**config.mk**
```make
export PLATFORM = sky130hd
export DESIGN_NAME = key_conditioner
export DESIGN_NICKNAME = d
export VERILOG_FILES = /design/src/rtl/key_conditioner.sv
export SDC_FILE = /design/constraint.sdc
export NUM_CORES = 1
export LEC_CHECK = 0
export BUFFER_PORTS_ARGS = -buffer_cell sky130_fd_sc_hd__buf_2
export CORE_MARGIN = 8
export CORE_UTILIZATION = 30
export CTS_BUF_LIST = sky130_fd_sc_hd__clkbuf_16
export DETAILED_ROUTE_END_ITERATION = 16
export GPL_ROUTABILITY_DRIVEN = 0
export SLEW_MARGIN = 10
export SYNTH_ARGS = -nofsm -noshare
export SYNTH_HDL_FRONTEND = slang
export SYNTH_SLANG_ARGS = --single-unit
```
**constraint.sdc**
```tcl
create_clock -name clk -period 2 [get_ports clk]
set_input_delay 0.4 -clock clk [delete_from_list [all_inputs] [get_ports clk]]
set_output_delay 0.4 -clock clk [all_outputs]
set_load 0.03 [all_outputs]
```
**src/rtl/key_conditioner.sv**
```systemverilog
// key_conditioner: per-key synchroniser, debouncer and press/release pulse
// generator for the active-low push buttons feeding the clock core.
// Optional feature macro: AUTO_REPEAT_EN builds the per-key auto-repeat FSM
// and hold counter; without it key_repeat is tied low.
module key_conditioner #(
  parameter int N_KEYS          = 2,
  parameter int DEBOUNCE_CYCLES = 20,
  parameter int REPEAT_DELAY    = 5000,
  parameter int REPEAT_PERIOD   = 1000
) (
  input  logic              clk,
  input  logic              rst_n,
  input  logic [N_KEYS-1:0] key_n_raw,
  output logic [N_KEYS-1:0] key_level,
  output logic [N_KEYS-1:0] key_press,
  output logic [N_KEYS-1:0] key_release,
  output logic [N_KEYS-1:0] key_repeat
);

  localparam int              DB_W    = (DEBOUNCE_CYCLES > 2) ? $clog2(DEBOUNCE_CYCLES) : 1;
  localparam logic [DB_W-1:0] DB_LAST = DB_W'(DEBOUNCE_CYCLES - 1);
  localparam logic [DB_W-1:0] DB_ZERO = {DB_W{1'b0}};
  localparam logic [DB_W-1:0] DB_ONE  = DB_W'(1);

`ifdef AUTO_REPEAT_EN
  localparam int                HOLD_MAX    = (REPEAT_DELAY > REPEAT_PERIOD) ? REPEAT_DELAY : REPEAT_PERIOD;
  localparam int                HOLD_W      = (HOLD_MAX > 2) ? $clog2(HOLD_MAX) : 1;
  localparam logic [HOLD_W-1:0] DELAY_LAST  = HOLD_W'(REPEAT_DELAY - 1);
  localparam logic [HOLD_W-1:0] PERIOD_LAST = HOLD_W'(REPEAT_PERIOD - 1);
  localparam logic [HOLD_W-1:0] HOLD_ZERO   = {HOLD_W{1'b0}};
  localparam logic [HOLD_W-1:0] HOLD_ONE    = HOLD_W'(1);

  typedef enum logic [1:0] {
    RELEASED = 2'd0,
    HELD     = 2'd1,
    REPEAT   = 2'd2
  } rep_state_e;
`endif

  for (genvar i = 0; i < N_KEYS; i++) begin : g_key
    // Sync flops keep the raw (active-low) polarity so their reset value of 1
    // means "released" and a key held through reset is seen as a new press.
    logic            sync1_n_q, sync1_n_d;
    logic            sync2_n_q, sync2_n_d;
    logic            pressed_s;
    logic [DB_W-1:0] cnt_q, cnt_d;
    logic            level_q, level_d;
    logic            press_q, press_d;
    logic            release_q, release_d;

    // Next values of the two-stage synchroniser.
    always_comb begin
      sync1_n_d = key_n_raw[i];
      sync2_n_d = sync1_n_q;
    end

    // Synchroniser registers.
    always_ff @(posedge clk or negedge rst_n) begin
      if (!rst_n) begin
        sync1_n_q <= 1'b1;
        sync2_n_q <= 1'b1;
      end else begin
        sync1_n_q <= sync1_n_d;
        sync2_n_q <= sync2_n_d;
      end
    end

    assign pressed_s = ~sync2_n_q;

    // Debounce: count consecutive cycles the synced value disagrees with the
    // clean level; flip the level and emit an edge pulse on the terminal count.
    always_comb begin
      cnt_d     = cnt_q;
      level_d   = level_q;
      press_d   = 1'b0;
      release_d = 1'b0;
      if (pressed_s == level_q) begin
        cnt_d = DB_ZERO;
      end else if (cnt_q == DB_LAST) begin
        cnt_d     = DB_ZERO;
        level_d   = pressed_s;
        press_d   = pressed_s;
        release_d = ~pressed_s;
      end else begin
        cnt_d = cnt_q + DB_ONE;
      end
    end

    // Debounce counter, clean level and press/release pulse registers.
    always_ff @(posedge clk or negedge rst_n) begin
      if (!rst_n) begin
        cnt_q     <= DB_ZERO;
        level_q   <= 1'b0;
        press_q   <= 1'b0;
        release_q <= 1'b0;
      end else begin
        cnt_q     <= cnt_d;
        level_q   <= level_d;
        press_q   <= press_d;
        release_q <= release_d;
      end
    end

    assign key_level[i]   = level_q;
    assign key_press[i]   = press_q;
    assign key_release[i] = release_q;

`ifdef AUTO_REPEAT_EN
    rep_state_e        state_q, state_d;
    logic [HOLD_W-1:0] hold_q, hold_d;
    logic              repeat_q, repeat_d;

    // Repeat FSM: a level fall always wins and suppresses any pulse that
    // cycle; otherwise the hold counter runs to the delay, then the period.
    always_comb begin
      state_d  = state_q;
      hold_d   = hold_q;
      repeat_d = 1'b0;
      if (release_d) begin
        state_d = RELEASED;
        hold_d  = HOLD_ZERO;
      end else begin
        case (state_q)
          RELEASED: begin
            hold_d = HOLD_ZERO;
            if (press_d) begin
              state_d = HELD;
            end else begin
              state_d = RELEASED;
            end
          end
          HELD: begin
            if (hold_q == DELAY_LAST) begin
              state_d  = REPEAT;
              hold_d   = HOLD_ZERO;
              repeat_d = 1'b1;
            end else begin
              hold_d = hold_q + HOLD_ONE;
            end
          end
          REPEAT: begin
            if (hold_q == PERIOD_LAST) begin
              hold_d   = HOLD_ZERO;
              repeat_d = 1'b1;
            end else begin
              hold_d = hold_q + HOLD_ONE;
            end
          end
          default: begin
            state_d = RELEASED;
            hold_d  = HOLD_ZERO;
          end
        endcase
      end
    end

    // Repeat FSM state, hold counter and repeat pulse registers.
    always_ff @(posedge clk or negedge rst_n) begin
      if (!rst_n) begin
        state_q  <= RELEASED;
        hold_q   <= HOLD_ZERO;
        repeat_q <= 1'b0;
      end else begin
        state_q  <= state_d;
        hold_q   <= hold_d;
        repeat_q <= repeat_d;
      end
    end

    assign key_repeat[i] = repeat_q;
`else
    assign key_repeat[i] = 1'b0;
`endif
  end

endmodule

```
Word level (Yosys, flattened, before mapping)
Index checks and enable logic that the tools add are counted.
{ "totals": {"reg_bits": 20, "out_inout_bits": 8, "elab_cells": 36} }
{ "op_classes": {"addsub": 2, "n_reduce_logical": 2, "n_mux": 12, "n_eq_ne": 4, "n_bitwise": 4} }
{ "op_table": {"columns": ["operator", "count"], "rows": [
  ["$mux W5", 4],
  ["$add A5 B1 Y5 const B", 2],
  ["$eq A5 B5 Y1 const B", 2],
  ["$mux W1", 8],
  ["$not A1 Y1", 4],
  ["$reduce_and A2 Y1", 2],
  ["$eq A1 B1 Y1", 2]
]} }

Logic depth before layout (Yosys ltp)
Gate-level depths: netlist (run 1).
{ "depth": {"depth_word": 4, "depth_mapped": 4} }

Worst setup path before layout (run 1)
No wires, ideal clock.
{ "synth_timing": {"path_type": "reg2reg", "from": "reg g_key[0].cnt_q[0]", "to": "reg g_key[0].cnt_q[4]", "t_arrival_ns": 0.977, "path_stages_with_launch": 5, "slack_ns": 0.901, "t_required_ns": 1.878, "setup_ns": 0.122, "path_cell_list": "dfrtp_1 -> ha_1 -> nand2_1 -> mux2i_1 -> a32o_1"} }
{ "synth_via": {"elab_chain_len": 3} }
{ "synth_lines": {"columns": ["item", "line", "source"], "rows": [
  ["start, declared", "46", "logic [DB_W-1:0] cnt_q, cnt_d;"],
  ["start signal, assigned", "97", "cnt_q <= cnt_d;"],
  ["$add A5 B1 Y5 or $eq A5 B5 Y1 (tied branches)", "85, 79", null],
  ["$mux W5 (*)", "79", "end else if (cnt_q == DB_LAST) begin"],
  ["$mux W5 (*)", "77", "if (pressed_s == level_q) begin"],
  ["named net g_key[0].cnt_d[4]", "46", null]
]} }
Mark *: on every way through the listed nets, which the timed path passes. The rest lies on a longest branch.
A chain may end at the register's enable or synchronous reset.

Worst setup path in the final report (run 1)
{ "layout_timing": {"from": "reg g_key[0].level_q", "to": "out key_level[0]"} }
{ "layout_lines": {"columns": ["item", "line", "source"], "rows": [
  ["start, declared", "47", "logic level_q, level_d;"],
  ["start signal, assigned", "98", "level_q <= level_d;"],
  ["end, declared", "14", "output logic [N_KEYS-1:0] key_level,"]
]} }
No word-level cell between the ends.

==> qor.csv, run 1 <==
metric,value,unit
status,"complete, no violations",
yosys warns,0,
Placed Instances,102,
# nets final,82,
pwr/cell area,935,mW/mm2
"Max FO, Critical Path",5,
Hold Buf Count CTS,0,
GR Util All Layers,6.10,%
Fin. Hold Viols,0,
Synth Instances,69,
Worst-Skew Late Latency,0.25,ns
Synth Flop Type,dfrtp_1,
top cell type by total area after synthesis,dfrtp_1,
skew final,0.000620,ns
CTS Buf Count,3,
Final Critical Period,1.30,ns
Synth async-reset ratio,100,%
"Req. time, crit path",1.60,ns
vias per cell,4.48,
register area share after synthesis,61.3,%
drt total wl,1240,um
first-pass GRT wire length,2200,um
number of synthesized flops with an enable pin,0,
top post-synthesis cells by area,"dfrtp_1 49%, dfstp_2 13%, buf_4 7.3%, xnor2_1 5.3%, nor2_1 3.6%",
total gr overflow,0,
drt first pass iters,2,
Pins Over Slew Limit,0,
share of layout cells above drive strength 1,24.3,%
synthesized flop and latch total,20,
largest net degree at the start of global routing,21,
via count,470,
Root Driver,clkbuf_16,
Crit-path slowest cell,dfrtp_1,
reg-to-reg setup timing slack,0.79,ns
setup tns final,0,ns
Ports,12,
Worst setup SP type,flip-flop,
Synth cell types,19,
setup repair bufs after CTS,0,
fin crit share,65.1,%
"count leader, synth",dfrtp_1,
setup violators final,0,
LEAKAGE,0.434,nW
Starting Density,30.7,%
# rows,19,
Setup CP Type,flip-flop to primary output,
clk slew on worst S/H paths,0.05,ns
post-CTS sizing,0,
stages on the worst setup path,1,
Area Growth Syn to Fin,12.4,%
worst vdd ir,0.537,mV
Detail Route Antenna Nets,0,
vias in the first global route,490,
DPL Wire Length,927,um
crit path capture type,primary output,
Worst Path Arrival,0.90,ns
PortBufs,9,
die area,0.00468,mm2
Starting DRT DRC Count,6,
max-cap violation count,0,
FF-to-FF path depth,4,
routed len/inst,11.8,um
Synth top area share,48.6,%
DRC viols,0,
RSZ-0062 raised after global routing,false,
Post-Syn Area,825,um2
Clock Tree Buf Depth,2,
clk sinks,20,
worst min-delay path class,primary input to async pin,
Ant. Diodes,0,
final instance count without filler cells,105,
H-tree lvl count,1,
CTS tree,done,
Commonest cells post-synth,"16 x dfrtp_1, 8 x buf_4, 8 x nor2_1",
max incr delay on CP,0.42,ns
Die H,68.4,um
critical-path cell list,buf_2,
crit path buf inv count,1,
syn avg cell area,11.9,um2
Fmax,0.768,GHz
Top Family by Delay on Critical Path,flip-flops,
core box area,0.00269,mm2
die width,68.4,um
antenna violations before repair,0,
[routing by layer]
metal	global-route usage (%)	share of wire [%]	vias to the layer above
met2	8.71	44	13
met5	0	0	-
met4	3.07	2.7	0
li1	-	-	228
met1	8.14	48	225
met3	1.80	5.1	4
[area by class of cell]
type / count / area, um2
fillers: 263 / 1760
flip-flops and latches: 20 / 505
multi-input cells: 42 / 263
clock buffers: 3 / 75.1
repair buffers: 9 / 45.0
well taps: 31 / 38.8
[state kept, by name (all words and copies together) (netlist names)]
register         flops
g_key.cnt_q         10
g_key.level_q        2
g_key.press_q        2
g_key.release_q      2
g_key.sync1_n_q      2
g_key.sync2_n_q      2
[power breakdown]
group,switching (mW),internal (mW)
clock,0.131,0.263
sequential,0.0107,0.423
combinational,0.0241,0.0152
total,0.166,0.701
[logic make-up after synthesis]
kind of cell,count (synthesis),share of synthesized area [%]
xor gates and xnor gates,7,7.44
muxes,1,1.21
and+or+nand+nor,26,15.9
buffers and inverters,8,7.28
adders and majority gates,2,3.03
AOI/OAI and AO/OA,4,3.34
other,1,0.455
DFF,20,61.3
[placed cells by master, fill, tap and decap left out, types with 2 or more instances in the layout]
cell / count
dfstp_2: 4
nand4bb_1: 2
dfrtp_1: 16
ha_1: 2
xor2_1: 2
clkbuf_16: 3
and2_2: 2
nor3_1: 2
xnor2_1: 5
nand3_1: 3
nor2_1: 8
conb_1: 2
nand2_1: 7
buf_2: 9
o21ai_0: 2
[worst paths after layout]
kind,startpoint,endpoint
min reg2reg,g_key[0].sync1_n_q,g_key[0].sync2_n_q
max reg2reg,g_key[1].cnt_q[0],g_key[1].cnt_q[2]
max in group asynchronous,rst_n,g_key[1].sync2_n_q
min,rst_n,g_key[0].cnt_q[4]
max,g_key[0].level_q,key_level[0]
min in group clk,key_n_raw[0],g_key[0].sync1_n_q
[metrics by stage]
step                      power (mW)  utilization, %  hold slack [ns]  setup WS (ns)  instance area [um2]
after CTS                      0.879            34.5            0.108          0.685                  927
after global placement         0.479            31.7            0.347          0.842                  852
after global routing           0.909            34.5            0.124          0.650                  927
final                          0.867            34.5           0.0824          0.698                  927
after floorplan                0.466               -            0.104          0.901                  828
after detailed placement       0.480            31.7            0.348          0.791                  852
(Power assumes the default switching activity.)
==> run 2: changes to the inputs <==
Clock period 2 ns to 1.3 ns, I/O delays scaled along.
==> qor.csv, run 2 (same netlist as run 1, synthesis figures left out) <==
metric,value,unit,change
via count,476,,+1.3%
clk slew on worst S/H paths,0.05,ns,about the same
Area Growth Syn to Fin,15.0,%,
crit path capture type,flip-flop,,
filler cell count,254,,-3.4%
Worst setup SP type,flip-flop,,
setup tns final,0,ns,unchanged
Worst-Skew Late Latency,0.25,ns,about the same
Final Worst Setup Slack,0.0820,ns,-0.616 ns
Detail Route Antenna Nets,0,,unchanged
"Max FO, Critical Path",6,,+1
die area,0.00468,mm2,unchanged
Root Driver,clkbuf_16,,
largest net degree at the start of global routing,21,,unchanged
Starting DRT DRC Count,13,,+7
Starting Density,30.7,%,unchanged
drt total wl,1320,um,+6.1%
CTS tree,done,,
Largest Register,g_key.cnt_q,,
Clock Tree Buf Depth,2,,unchanged
routed len/inst,12.3,um,+4.1%
share of layout cells above drive strength 1,25.0,%,+0.68 points
PortBufs,9,,unchanged
max reg flops,10,,unchanged
Final Critical Period,1.22,ns,
clk sinks,20,,unchanged
pwr/cell area,1430,mW/mm2,+53%
skew final,0.00247,ns,+0.00185 ns
Worst Path Arrival,1.39,ns,+0.49 ns
Ports,12,,unchanged
# nets final,83,,+1.2%
antenna violations before repair,0,,unchanged
LEAKAGE,0.448,nW,+3.2%
first-pass GRT wire length,2230,um,+1.2%
Ant. Diodes,0,,unchanged
core box area,0.00269,mm2,unchanged
worst vdd ir,0.644,mV,+20%
"Req. time, crit path",1.48,ns,-0.12 ns
max-cap violation count,0,,unchanged
Fin. Hold Viols,0,,unchanged
die width,68.4,um,unchanged
Tot Pwr,1.35,mW,+56%
CTS Buf Count,3,,unchanged
drt first pass iters,4,,+2
vias per cell,4.45,,-0.62%
setup violators final,0,,unchanged
fin crit share,93.7,%,
H-tree lvl count,1,,unchanged
Setup CP Type,flip-flop to flip-flop,,
"leading cell type in the layout, fill and taps excluded",dfrtp_1,,
vias in the first global route,471,,-3.9%
Die H,68.4,um,unchanged
DRC viols,0,,unchanged
DPL Wire Length,933,um,+0.66%
# rows,19,,unchanged
status,"complete, no violations",,
final instance count without filler cells,107,,+1.9%
Pins Over Slew Limit,0,,unchanged
setup repair bufs after CTS,0,,unchanged
most frequent cells in the layout,"16 x dfrtp_1, 9 x buf_2, 8 x nor2_1, 7 x nand2_1",,
worst min-delay path class,primary input to flip-flop,,
total gr overflow,0,,unchanged
Fmax,0.821,GHz,
GR Util All Layers,6.37,%,+0.27 points
worst slack at placement,0.102,ns,-0.689 ns
RSZ-0062 raised after global routing,false,,
Placed Instances,102,,unchanged
## run 2: cell count changes in the layout (fill, tap and decap cells not counted)
cell / before / now
xnor2_2: 0 / 1
inv_1: 0 / 1
xnor2_1: 5 / 4
dlygate4sd3_1: 0 / 1
## run 2: routing by layer
metal | vias to the layer above | part of all wire, % | routed length (um) | GRT usage, %
met4 | 0 | 1.7 | 23 | 4.60
li1 | 232 | - | - | -
met3 | 2 | 5.5 | 72 | 1.31
met5 | - | 0 | 0 | 0
met2 | 13 | 46 | 599 | 9.06
met1 | 229 | 47 | 621 | 8.35
## run 2: repair_timing
| action | CTS | global route |
|---|---|---|
| endpoints found under the hold margin | 16 | 0 |
| gates resized for setup | 0 | 1 |
| endpoints found under the setup margin | 0 | 1 |
| hold buffers | 1 | 0 |
## run 2: cell type report
| cell class | instances | area [um2] | share of cell area (%) |
|---|---|---|---|
| sequential | 20 | 505 | 53.3 |
| multi-input combinational | 42 | 270 | 28.5 |
| clock buffer | 3 | 75.1 | 7.92 |
| timing repair buffer | 10 | 55.1 | 5.80 |
| tap | 31 | 38.8 | 4.09 |
| clock inverter | 1 | 3.75 | 0.396 |
## run 2: worst max-delay path, cell delays in order (launching register included)
cell and delay (ns):
dfrtp_1 0.39, ha_1 0.25, nand4bb_1 0.22, nand2_1 0.15, nor2_1 0.13
## run 2: final timing paths
kind,startpoint,to,slack [ns],cells after the start
worst max-delay path,g_key[1].cnt_q[0],g_key[1].cnt_q[2],0.08,4
worst min-delay path,key_n_raw[0],g_key[0].sync1_n_q,0.11,1
worst max register to register,g_key[1].cnt_q[0],g_key[1].cnt_q[2],0.08,4
worst min register to register,g_key[0].sync1_n_q,g_key[0].sync2_n_q,0.35,0
max in group asynchronous,rst_n,g_key[1].sync1_n_q,0.49,2
min in group asynchronous,rst_n,g_key[0].level_q,0.48,2
## run 2: metrics by stage
| step | area [um2] | util (%) | hold WS [ns] |
|---|---|---|---|
| final | 948 | 35.3 | 0.108 |
| after global routing | 948 | 35.3 | 0.104 |
| after CTS | 941 | 35.0 | 0.105 |
| after detailed placement | 852 | 31.7 | 0.232 |
| after global placement | 852 | 31.7 | 0.226 |
| after floorplan | 828 | - | -0.0356 |
## run 2: power breakdown
group          internal, mW  switching (mW)  leakage, nW
registers             0.650          0.0177        0.261
clock network         0.409           0.213       0.0423
logic                0.0265          0.0386        0.145
==> run 3: changes to the inputs <==
Settings changed: ABC_AREA set to 1, CORE_MARGIN 8 to not set.
==> qor.csv, run 3 <==
metric,value,unit,change
status,"complete, no violations",,
clk slew on worst S/H paths,0.06,ns,about the same
syn avg cell area,9.70,um2,-19%
via count,573,,+20%
die area,0.00320,mm2,-32%
first-pass GRT wire length,2360,um,+5.9%
Setup CP Type,flip-flop to flip-flop,,
crit path capture type,flip-flop,,
# rows,19,,unchanged
LEAKAGE,0.497,nW,+11%
Ports,12,,unchanged
pwr/cell area,1370,mW/mm2,-4.2%
antenna violations before repair,0,,unchanged
fin crit share,89.6,%,-4.1 points
worst min-delay path class,primary input to flip-flop,,
vias in the first global route,521,,+11%
Final Critical Period,1.16,ns,-0.0532 ns
Root Driver,clkbuf_16,,
critical-path cell list,ha_1 > inv_2 > nor2_2 > nand3_2 > nand2_2 > nor2_1,,
routed len/inst,10.1,um,-18%
top cell type by total area after synthesis,dfrtp_1,,
setup tns final,0,ns,unchanged
number of synthesized flops with an enable pin,0,,unchanged
register area share after synthesis,56.7,%,-4.6 points
Setup crit end,g_key[1].cnt_q[0],,
Synth Flop Type,dfrtp_1,,
Synth Instances,92,,+33%
"leading cell type in the layout, fill and taps excluded",dfrtp_1,,
filler cell count,267,,+5.1%
die width,56.5,um,-17%
CTS tree,done,,
skew final,0.00553,ns,+0.00306 ns
H-tree lvl count,1,,unchanged
Worst-Skew Late Latency,0.25,ns,about the same
GR Util All Layers,9.90,%,+3.5 points
Starting Density,32.1,%,+1.4 points
Pins Over Slew Limit,0,,unchanged
Worst Path Arrival,1.30,ns,-0.09 ns
"Max FO, Critical Path",4,,-2
vias per cell,4.41,,-0.92%
top post-synthesis cells by area,"dfrtp_1 45%, dfstp_2 12%, buf_4 6.7%, nand2_1 6.3%, inv_1 5.0%",,
Clock Tree Buf Depth,2,,unchanged
max-cap violation count,0,,unchanged
CTS Buf Count,3,,unchanged
Fin. Hold Viols,0,,unchanged
Synth async-reset ratio,100,%,unchanged
# nets final,106,,+28%
"count leader, synth",dfrtp_1,,
yosys warns,0,,unchanged
Largest Register,g_key.cnt_q,,
max reg flops,10,,unchanged
DRC viols,0,,unchanged
setup violators final,0,,unchanged
Commonest cells post-synth,"16 x dfrtp_1, 15 x nand2_1, 12 x inv_1",,
Fmax,0.859,GHz,+4.6%
"Core Util, Final",36.3,%,+0.95 points
share of layout cells above drive strength 1,25.3,%,+0.25 points
most frequent cells in the layout,"16 x dfrtp_1, 15 x nand2_1, 12 x inv_1, 11 x nor2_1, 9 x buf_2",,
Area Growth Syn to Fin,13.0,%,
Detail Route Antenna Nets,0,,unchanged
clk sinks,20,,unchanged
RSZ-0062 raised after global routing,false,,
Starting DRT DRC Count,7,,-6
max incr delay on CP,0.38,ns,about the same
total gr overflow,0,,unchanged
core box area,0.00278,mm2,+3.5%
PortBufs,9,,unchanged
Crit-path slowest cell,dfrtp_1,,
Post-Syn Area,892,um2,+8.2%
post-CTS sizing,0,,unchanged
drt first pass iters,4,,unchanged
FF-to-FF path depth,6,,+2
Synth cell types,20,,+1
drt total wl,1320,um,unchanged
CP startpoint,g_key[1].cnt_q[0],,
DPL Wire Length,943,um,+1.1%
Critical R2R Launch,g_key[1].cnt_q[0],,
reg-to-reg setup timing slack,0.14,ns,+0.05 ns
Die H,56.5,um,-17%
"Req. time, crit path",1.44,ns,-0.04 ns
Tot Pwr,1.38,mW,+1.9%
largest net degree at the start of global routing,21,,unchanged
r2r endpoint,g_key[1].cnt_q[0],,
Synth top area share,44.9,%,-3.7 points
Worst setup SP type,flip-flop,,
Ant. Diodes,0,,unchanged
synthesized flop and latch total,20,,unchanged
worst vdd ir,0.651,mV,+1.1%
## run 3: cell types whose count changed in the layout (fill, tap and decap cells not counted), moves of 3 or more
| cell | before | now |
|---|---|---|
| inv_1 | 1 | 12 |
| nand2_1 | 7 | 15 |
| nand4_1 | 0 | 5 |
| nor2_1 | 8 | 11 |
| nor2_2 | 0 | 3 |
## run 3: logic make-up (layout without fill, tap and decap cells)
| kind of cell | after synthesis | in the layout | share of synthesized area, % |
|---|---|---|---|
| fa+ha+maj | 2 | 2 | 2.80 |
| flops | 20 | 20 | 56.7 |
| other cells | 1 | 2 | 0.420 |
| xor+xnor | 2 | 2 | 1.96 |
| compound gates | 4 | 4 | 2.80 |
| buf+inv | 21 | 27 | 12.2 |
| simple gates | 42 | 42 | 23.1 |
## run 3: timing repair
item,in CTS,in global routing
setup endpoints to repair,0,0
endpoints found under the hold margin,16,0
hold buffers,1,0
buffers inserted,0,0
## run 3: metrics by stage
| step | setup slack [ns] | hold slack, ns | cells | cell area [um2] |
|---|---|---|---|---|
| detailed placement | 0.139 | 0.232 | 125 | 920 |
| global route | 0.0103 | 0.101 | 130 | 1010 |
| floorplan | 0.226 | -0.0356 | 93 | 896 |
| CTS | 0.129 | 0.0973 | 130 | 1010 |
| finish | 0.135 | 0.101 | 130 | 1010 |
| global placement | 0.163 | 0.227 | 125 | 920 |
## run 3: where the power goes
group / switching (mW) / internal (mW) / leakage [nW] / total (mW)
Sequential: 0.0194 / 0.649 / 0.261 / 0.669
Combinational: 0.0483 / 0.0255 / 0.198 / 0.0738
Clock: 0.227 / 0.410 / 0.0385 / 0.637
## run 3: layer usage
layer,wire (um),up-vias,GRT usage [%]
met5,0,-,0
met4,39,0,7.32
met3,45,4,2.07
met2,568,16,15.0
met1,662,262,12.4
li1,-,291,-
## run 3: worst max-delay path: cells and delay by family, from the launching register on
kind                     cells  cell delay, ns
AND/OR/NAND/NOR              4            0.38
flip-flops                   1            0.38
adder cells (fa/ha/maj)      1            0.25
buffers and inverters        1            0.05
## run 3: how the worst min path moves through the flow
stage                 start            endpoint  depth (start not counted)
6_report       key_n_raw[0]  g_key[0].sync1_n_q                          1
5_1_grt        key_n_raw[0]  g_key[0].sync1_n_q                          1
3_5_place_dp          rst_n   g_key[1].cnt_q[1]                          1
4_1_cts        key_n_raw[0]  g_key[0].sync1_n_q                          1
2_1_floorplan         rst_n   g_key[0].cnt_q[0]                          0
3_3_place_gp          rst_n   g_key[1].cnt_q[2]                          1
## run 3: cell type report
class,count,area (um2),share of cell area (%)
clock inverters,1,3.75,0.372
repair buffers,10,55.1,5.46
multi-input cells,52,282,27.9
well taps,31,38.8,3.85
inverters,13,48.8,4.84
flip-flops and latches,20,505,50.1
clock buffers,3,75.1,7.44
